$ cat src/rtl/conv_coef_loader.sv
// conv_coef_loader
//
// Streaming coefficient loader for the 1-D causal convolution stage.
// Accepts a framed byte stream (SYNC, N, N coefficients, checksum),
// buffers the kernel in shadow registers, verifies the checksum and then
// commits taps 0..N-1 to the filter write port at one write per cycle.
// A malformed or corrupted frame never produces a write.
//
// Ports
//   clk      : rising-edge clock
//   reset    : asynchronous, active-low reset
//   s_valid  : upstream byte valid
//   s_ready  : loader can accept a byte (registered, state-derived)
//   s_data   : upstream byte
//   h_write  : coefficient write strobe (registered)
//   h_index  : tap index of the write (registered)
//   h_value  : coefficient value, two's complement (registered)
//   busy     : high whenever the FSM is not IDLE
//   done     : one-cycle pulse after a successful commit
//   error    : sticky malformed / bad-checksum flag, cleared by next SYNC

module conv_coef_loader #(
    parameter int         KERNEL_SIZE = 3,
    parameter logic [7:0] SYNC_BYTE   = 8'hA5
) (
    input  logic       clk,
    input  logic       reset,
    input  logic       s_valid,
    output logic       s_ready,
    input  logic [7:0] s_data,
    output logic       h_write,
    output logic [3:0] h_index,
    output logic [7:0] h_value,
    output logic       busy,
    output logic       done,
    output logic       error
);

    typedef enum logic [2:0] {
        ST_IDLE,
        ST_COUNT,
        ST_DATA,
        ST_CHECK,
        ST_COMMIT
    } state_t;

    state_t     r_state, w_state_next;
    logic [4:0] r_n, w_n_next;          // latched tap count N
    logic [4:0] r_cnt, w_cnt_next;      // coefficient byte counter
    logic [4:0] r_cidx, w_cidx_next;    // next commit index to present
    logic [7:0] r_sum, w_sum_next;      // running checksum, mod 256
    logic       r_ready, w_ready_next;
    logic       r_write, w_write_next;
    logic [3:0] r_index, w_index_next;
    logic [7:0] r_value, w_value_next;
    logic       r_done, w_done_next;
    logic       r_error, w_error_next;

    logic                       w_accept;
    logic [KERNEL_SIZE-1:0]     w_shadow_we;
    logic [8*KERNEL_SIZE-1:0]   w_shadow_flat;
    logic [4:0]                 w_rd_idx;
    logic [7:0]                 w_rd_data;

    // s_ready is a register, so acceptance never depends combinationally
    // on s_valid feeding back into s_ready.
    assign w_accept = s_valid && r_ready;

    // Shadow registers: one per tap, written only while collecting data.
    generate
        for (genvar gi = 0; gi < KERNEL_SIZE; gi++) begin : g_tap
            logic [7:0] r_tap;

            assign w_shadow_we[gi] = (r_state == ST_DATA) && w_accept &&
                                     (r_cnt == 5'(gi));

            always_ff @(posedge clk or negedge reset) begin
                if (!reset) begin
                    r_tap <= 8'h00;
                end else if (w_shadow_we[gi]) begin
                    r_tap <= s_data;
                end
            end

            assign w_shadow_flat[gi*8 +: 8] = r_tap;
        end
    endgenerate

    // Tap 0 is read while the checksum is being accepted so the first write
    // is presented on the cycle right after the checksum byte.
    assign w_rd_idx = (r_state == ST_COMMIT) ? r_cidx : 5'd0;

    always_comb begin
        w_rd_data = 8'h00;
        for (int k = 0; k < KERNEL_SIZE; k++) begin
            if (w_rd_idx == 5'(k)) begin
                w_rd_data = w_shadow_flat[k*8 +: 8];
            end
        end
    end

    // Next-state and registered-output logic.
    always_comb begin
        w_state_next = r_state;
        w_n_next     = r_n;
        w_cnt_next   = r_cnt;
        w_cidx_next  = r_cidx;
        w_sum_next   = r_sum;
        w_write_next = 1'b0;
        w_index_next = r_index;
        w_value_next = r_value;
        w_done_next  = 1'b0;
        w_error_next = r_error;

        case (r_state)
            ST_IDLE: begin
                if (w_accept && (s_data == SYNC_BYTE)) begin
                    w_state_next = ST_COUNT;
                    w_error_next = 1'b0;
                end
            end

            ST_COUNT: begin
                if (w_accept) begin
                    if ((s_data != 8'h00) && (s_data <= 8'(KERNEL_SIZE))) begin
                        w_n_next     = s_data[4:0];
                        w_cnt_next   = 5'd0;
                        w_sum_next   = 8'h00;
                        w_state_next = ST_DATA;
                    end else begin
                        w_error_next = 1'b1;
                        w_state_next = ST_IDLE;
                    end
                end
            end

            ST_DATA: begin
                if (w_accept) begin
                    w_sum_next = r_sum + s_data;
                    w_cnt_next = r_cnt + 5'd1;
                    if (r_cnt == (r_n - 5'd1)) begin
                        w_state_next = ST_CHECK;
                    end
                end
            end

            ST_CHECK: begin
                if (w_accept) begin
                    if (s_data == r_sum) begin
                        w_state_next = ST_COMMIT;
                        w_write_next = 1'b1;
                        w_index_next = 4'd0;
                        w_value_next = w_rd_data;
                        w_cidx_next  = 5'd1;
                    end else begin
                        w_error_next = 1'b1;
                        w_state_next = ST_IDLE;
                    end
                end
            end

            ST_COMMIT: begin
                if (r_cidx == r_n) begin
                    // All N taps have been presented; this cycle only signals completion.
                    w_done_next  = 1'b1;
                    w_state_next = ST_IDLE;
                end else begin
                    w_write_next = 1'b1;
                    w_index_next = r_cidx[3:0];
                    w_value_next = w_rd_data;
                    w_cidx_next  = r_cidx + 5'd1;
                end
            end

            default: begin
                w_state_next = ST_IDLE;
            end
        endcase

        w_ready_next = (w_state_next != ST_COMMIT);
    end

    always_ff @(posedge clk or negedge reset) begin
        if (!reset) begin
            r_state <= ST_IDLE;
            r_n     <= 5'd0;
            r_cnt   <= 5'd0;
            r_cidx  <= 5'd0;
            r_sum   <= 8'h00;
            r_ready <= 1'b0;
            r_write <= 1'b0;
            r_index <= 4'd0;
            r_value <= 8'h00;
            r_done  <= 1'b0;
            r_error <= 1'b0;
        end else begin
            r_state <= w_state_next;
            r_n     <= w_n_next;
            r_cnt   <= w_cnt_next;
            r_cidx  <= w_cidx_next;
            r_sum   <= w_sum_next;
            r_ready <= w_ready_next;
            r_write <= w_write_next;
            r_index <= w_index_next;
            r_value <= w_value_next;
            r_done  <= w_done_next;
            r_error <= w_error_next;
        end
    end

    assign s_ready = r_ready;
    assign h_write = r_write;
    assign h_index = r_index;
    assign h_value = r_value;
    assign busy    = (r_state != ST_IDLE);
    assign done    = r_done;
    assign error   = r_error;

endmodule

$ cat config.mk
export PLATFORM = sky130hd
export DESIGN_NAME = conv_coef_loader
export DESIGN_NICKNAME = d
export VERILOG_FILES = /design/src/rtl/conv_coef_loader.sv
export SDC_FILE = /design/constraint.sdc
export NUM_CORES = 1
export LEC_CHECK = 0
export BUFFER_PORTS_ARGS = -buffer_cell sky130_fd_sc_hd__buf_4
export CAP_MARGIN = 20
export CORE_UTILIZATION = 54
export DETAILED_ROUTE_END_ITERATION = 10
export GPL_TIMING_DRIVEN = 0
export PLACE_DENSITY = 0.76
export RECOVER_POWER = 50
export SLEW_MARGIN = 40
export SYNTH_ARGS = -nofsm -noshare
export SYNTH_HDL_FRONTEND = slang
export SYNTH_SLANG_ARGS = --single-unit
$ cat constraint.sdc
create_clock -name clk -period 1.88 [get_ports clk]
set_input_delay 0.094 -clock clk [delete_from_list [all_inputs] [get_ports clk]]
set_output_delay 0.094 -clock clk [all_outputs]
set_load 0.01 [all_outputs]
Yosys cells after proc, flatten, opt, wreduce, memory -nomap -nowiden
Cells that the tools add are included.
- add/sub/neg operators: 4
- $lt $le $gt $ge: 1
- reductions and logical operators: 19
- muxes and demuxes: 45
- equal/unequal tests: 22
- operators with widths (cell ; number):
    $mux 8 ; 9
    $mux 5 ; 7
    $pmux 8 s2 ; 2
    $mux 3 ; 7
    $pmux 5 s2 ; 2
    $ne 2x2->1 const B ; 9
    $pmux 3 s5 ; 1
    $mux 4 ; 3
    $add 5x1->5 const B ; 2
    $eq 5x1->1 const B ; 2
    $eq 5x2->1 const B ; 2
    $eq 5x5->1 ; 2
    $logic_not 5->1 ; 2
    $mux 1 ; 10
    $add 8x8->8 ; 1
    $eq 8x8->1 ; 1
    $eq 8x8->1 const B ; 1
    $le 8x2->1 const B ; 1
    $pmux 4 s2 ; 1
    $reduce_and 4->1 ; 2
    $reduce_bool 8->1 ; 1
    $logic_and 1x1->1 ; 7
    $eq 3x2->1 const B ; 2
    $reduce_and 6->1 ; 1
    11 further kinds ; 13
- input bits: 11
- output and inout bits: 17
- word-level logic and storage cells: 105
- register bits: 66

Longest topological paths before layout
- depth after elaboration: 9
- gate-level depth with buffers: 7
- mapped depth without buffers: 7

Least setup slack after synthesis
OpenSTA, ideal clock, no wires.
- path kind: reg-to-reg
- start point: register r_sum[2]
- end point: register r_value[4] (netlist: h_value[4])
- library setup time: 0.125 ns
- required time: 1.755 ns
- path slack: -0.184 ns
- cell stages (with the launch flop): 8
- period minus slack after synthesis: 2.064 ns
- arrival time: 1.939 ns
- path buffers: 1
- cells stage by stage: dfrtp_1 > ha_1 > nor4_1 > and4_1 > and2_1 > nor2_2 > buf_2 > mux2_2
- longest elaborated chain between the ends: 3
- RTL lines (element ; line ; source):
    from (decl) ; 51 ; logic [7:0] r_sum, w_sum_next;
    from (signal assigned) ; 201 ; r_sum <= w_sum_next;
    $eq 8x8->1 ; 149 ; if (s_data == r_sum) begin
    $ne 2x2->1 (no source line) ; -- ;
    $reduce_and 4->1 (no source line) ; -- ;
    to (signal assigned) ; 205 ; r_value <= w_value_next;
    to (decl) ; 55 ; logic [7:0] r_value, w_value_next;
Every way passes these cells.
A chain may end at the register's enable or synchronous reset.

Worst setup path after layout
- start point: register r_state[1]
- end point: register r_value[6] (netlist: h_value[6])
- longest elaborated chain between the ends: 9
- elaborated cells between the ends (all ways): 18
- classes of those cells: eq/ne: 7; mux: 8; reduce/logical: 3
- RTL lines (element ; line ; source):
    from (decl) ; 47 ; state_t r_state, w_state_next;
    from (signal assigned) ; 197 ; r_state <= w_state_next;
    $eq 3x3->1 ; 91, 115 ;
    $mux 5 ; 91 ; assign w_rd_idx = (r_state == ST_COMMIT) ? r_cidx : 5'd0;
    $logic_not 5->1 ; 96 ; if (w_rd_idx == 5'(k)) begin
    $mux 8 (3 in series) ; 96 ;
    $mux 8 ; 149 ;
    $mux 8 ; 148 ; if (w_accept) begin
    $pmux 8 s2 ; 115 ; case (r_state)
Several ways; a longest one is shown, not always the timed one. The select of a mux whose other input is x is not followed.

==> results.cfg <==
[clock_tree]
insertion_delay_ps = 350
cts.path.max_buffers = 2
cts_max_level = 3
numCtsBuffers = 9
tritoncts = done
clkTransAtPathRegs_ps = 80
clockRootBuffer = clkbuf_8
cts_sinks = 66

[grt]
grt_pass1_wl_um = 12700
grt_pass1_vias = 2486
antenna_found_initial = 0
grt_use_total_pct = 26.7
grt_overflow = 0
grt_max_degree = 67

[pwr]
p_int_mw = 2.28
power_switching_mw = 0.793
power_density_nw_per_um2 = 710
swShare_pct = 25.8
power.static_leakage_nw = 2.08
peakVddDrop_mv = 0.542
power_frac_seq_pct = 48.4
clkPwrFrac_pct = 39.9
comb_power_share_pct = 11.7

[synth]
netlist.area_leader.share_pct = 48.4
synthMuxAreaShare_pct = 11.7
ys_seq_area_share_pct = 48.4
postSynthAreaPerCell_um2 = 11.3
netlist_instances = 303
synth_xor_xnor_area_share_pct = 4.88
synth_top_family_by_area = simple AND/OR/NAND/NOR gates
synth_compound_area_share_pct = 13.0
yosys.area_share.simple_pct = 14.3
ys_ff_latch = 66
netlist_area_um2 = 3410
synth-adder-area-share_pct = 5.35
async_flop_share_pct = 100
synth_edf_count = 0
ys.flop_type = dfrtp_1
synth_area_leaders = dfrtp_1 (48%), mux2_2 (9.9%), ha_1 (4.8%), xor2_1 (3.3%), nand2_1 (3.1%)
yosysUniqueCellTypes = 47
synth_nets = 328
yosysTopAreaCell = dfrtp_1
yosys_warnings = 0

[floorplanning]
fp-row-count = 28
die_y_um = 81.5
initial_core_util_pct = 56.6
dieArea_um2 = 6640
num_io_pins = 28
coreArea_um2 = 6030
die_w_um = 81.5

[hold_path]
hold_depth = 3
holdCritPathClass = in2reg
min_to = r_n[0]
hold_start = s_data[0]

[timing]
hold_viol_final = 0
finalCriticalPeriod_ps = 1920
period_share_pct = 102
fmax_mhz = 521
finalMaxSlewViolations = 0
tns_ps = -174
max_slew.worst_pin.slew_ps = 1440
worst_slack_ps = -39.5
setup_violations = 9
rsz0062_at_grt = true
clock_skew_ps = 11.9
slew_headroom_pct = 4.14

[critical_path]
cp-end-kind = flop
start_kind = flop
reg2reg_to = h_value[6]
reg2reg_slack_ps = -40
crit_required_ps = 2120
r2r_start = r_state[1]
arrival_ps = 2160
r2r_cells = 7
crit_fanout = 7
path_class = reg2reg

[run_status]
violations = setup timing
status = finished with violations

[final_layout]
syn2layout_area_growth_pct = 26.8
post_route_cells_drive_above_1_share_pct = 38.1
diodes = 0
nNetsFinal = 380
final_cells = 435

[placement]
hpwl_um = 4950
gp_congestion = 0.835
portBuffers = 26
placed_cells = 404

[routing]
routedWlPerCell_um = 17.8
drc = 0
dr_total_vias = 2528
detail_route.first_pass.iterations = 5
viasPerCell = 5.81
wl_um = 7740
drt_iter0_drc = 197
ant_nets = 0

[job]
cap_violations = 0
-- metrics by stage --
stage	hold slack (ps)	setup WS [ps]	cell area (um^2)	util (%)	total power [mW]
2_1_floorplan	-202	-25.8	3450	-	1.68
3_3_place_gp	244	-370	3740	62.1	1.78
3_5_place_dp	246	-434	3740	62.1	1.79
4_1_cts	18.9	-74.6	4200	69.7	3.06
5_1_grt	28.2	-107	4330	71.8	3.19
6_report	9.32	-39.5	4330	71.8	3.07
-- cell families (layout without fill, tap and decap cells) --
kind of cell    count (synthesis)  count (layout)
compound gates                 64              64
xor+xnor                       19              19
fa+ha+maj                      14              14
buf+inv                        19              76
flops                          66              66
mux                            36              36
simple gates                   85              85
-- how the worst max path moves through the flow --
stage / end / depth (start not counted) / start
floorplan: g_tap[0].r_tap[6] / 5 / s_ready
finish: h_value[6] / 7 / r_state[1]
CTS: r_n[1] / 6 / r_state[1]
detailed placement: g_tap[0].r_tap[6] / 5 / s_ready
global placement: g_tap[0].r_tap[6] / 5 / s_ready
global route: h_value[6] / 7 / r_sum[1]
-- critical path: stages (launching register included) --
cell and delay (ps):
dfrtp_2 430, buf_4 160, and3b_1 210, and4_4 190, and2_4 150, nor2_4 160
buf_6 150, mux2_2 340
-- synth_stat cells, drive strengths merged, types with 2 or more instances --
master / instances
a22o: 9
inv: 8
buf: 4
xnor2: 6
nor3: 7
a22oi: 8
nand4: 3
and2: 2
nand3b: 4
o2bb2ai: 8
and3: 2
nor4: 5
nor2b: 4
and3b: 2
nand3: 2
nor4b: 2
nand2b: 5
mux2i: 4
clkbuf: 7
nor2: 12
a21o: 4
mux2: 32
o21ai: 15
nand2: 28
ha: 13
dfrtp: 66
o21bai: 3
xor2: 13
or3: 3
nor3b: 2
a211oi: 2
a21oi: 10
-- per-layer routing --
layer,GRT usage (%),share of wire [%],wire [um],up-vias
met4,13.4,2.6,201,0
met1,34.1,46,3530,1238
met3,4.56,3.7,287,15
li1,-,-,-,1214
met5,0,0,0,-
met2,43.5,48,3720,61
-- layout by cell type, fill, tap and decap left out, types with 5 or more instances in the layout --
| master | instances |
|---|---|
| nand2b_1 | 5 |
| mux2_2 | 30 |
| clkbuf_8 | 10 |
| a22oi_1 | 8 |
| buf_6 | 6 |
| inv_1 | 8 |
| buf_4 | 42 |
| xor2_1 | 13 |
| o21ai_0 | 8 |
| o21ai_1 | 5 |
| xnor2_1 | 6 |
| a21oi_1 | 9 |
| nor2_1 | 11 |
| nor3_1 | 5 |
| o2bb2ai_1 | 8 |
| nand2_2 | 5 |
| ha_4 | 6 |
| ha_1 | 6 |
| a22o_1 | 9 |
| nand2_1 | 20 |
| dfrtp_1 | 62 |
-- area by class of cell --
type | instances | area, um^2
Clock inverter | 6 | 66.3
Clock buffer | 10 | 138
Inverter | 8 | 30.0
Tap cell | 75 | 93.8
Buffer | 5 | 38.8
Multi-Input combinational cell | 218 | 1940
Fill cell | 433 | 1700
Sequential cell | 66 | 1660
Timing Repair Buffer | 47 | 368
-- power by group through the flow --
stage	logic (mW)	clock network (mW)	registers, mW
2_1_floorplan	0.177	0	1.51
3_3_place_gp	0.267	0	1.51
3_5_place_dp	0.274	0	1.51
4_1_cts	0.326	1.25	1.49
5_1_grt	0.399	1.30	1.49
6_report	0.361	1.23	1.49
-- timing repair --
action,CTS,global route
endpoints found under the setup margin,61,59
hold endpoints to repair,66,0
pin swaps,14,12
buffers inserted,14,6
hold buffers,1,0
resized for setup,34,23
cloned,0,0
-- sequential cells by signal (all words and copies together) (netlist names) --
name         flops
r_state          3
s_ready          1
done             1
r_cnt            5
g_tap.r_tap     24
h_index          4
r_n              5
h_write          1
h_value          8
error            1
r_sum            8
r_cidx           5
(Power assumes the default switching activity.)
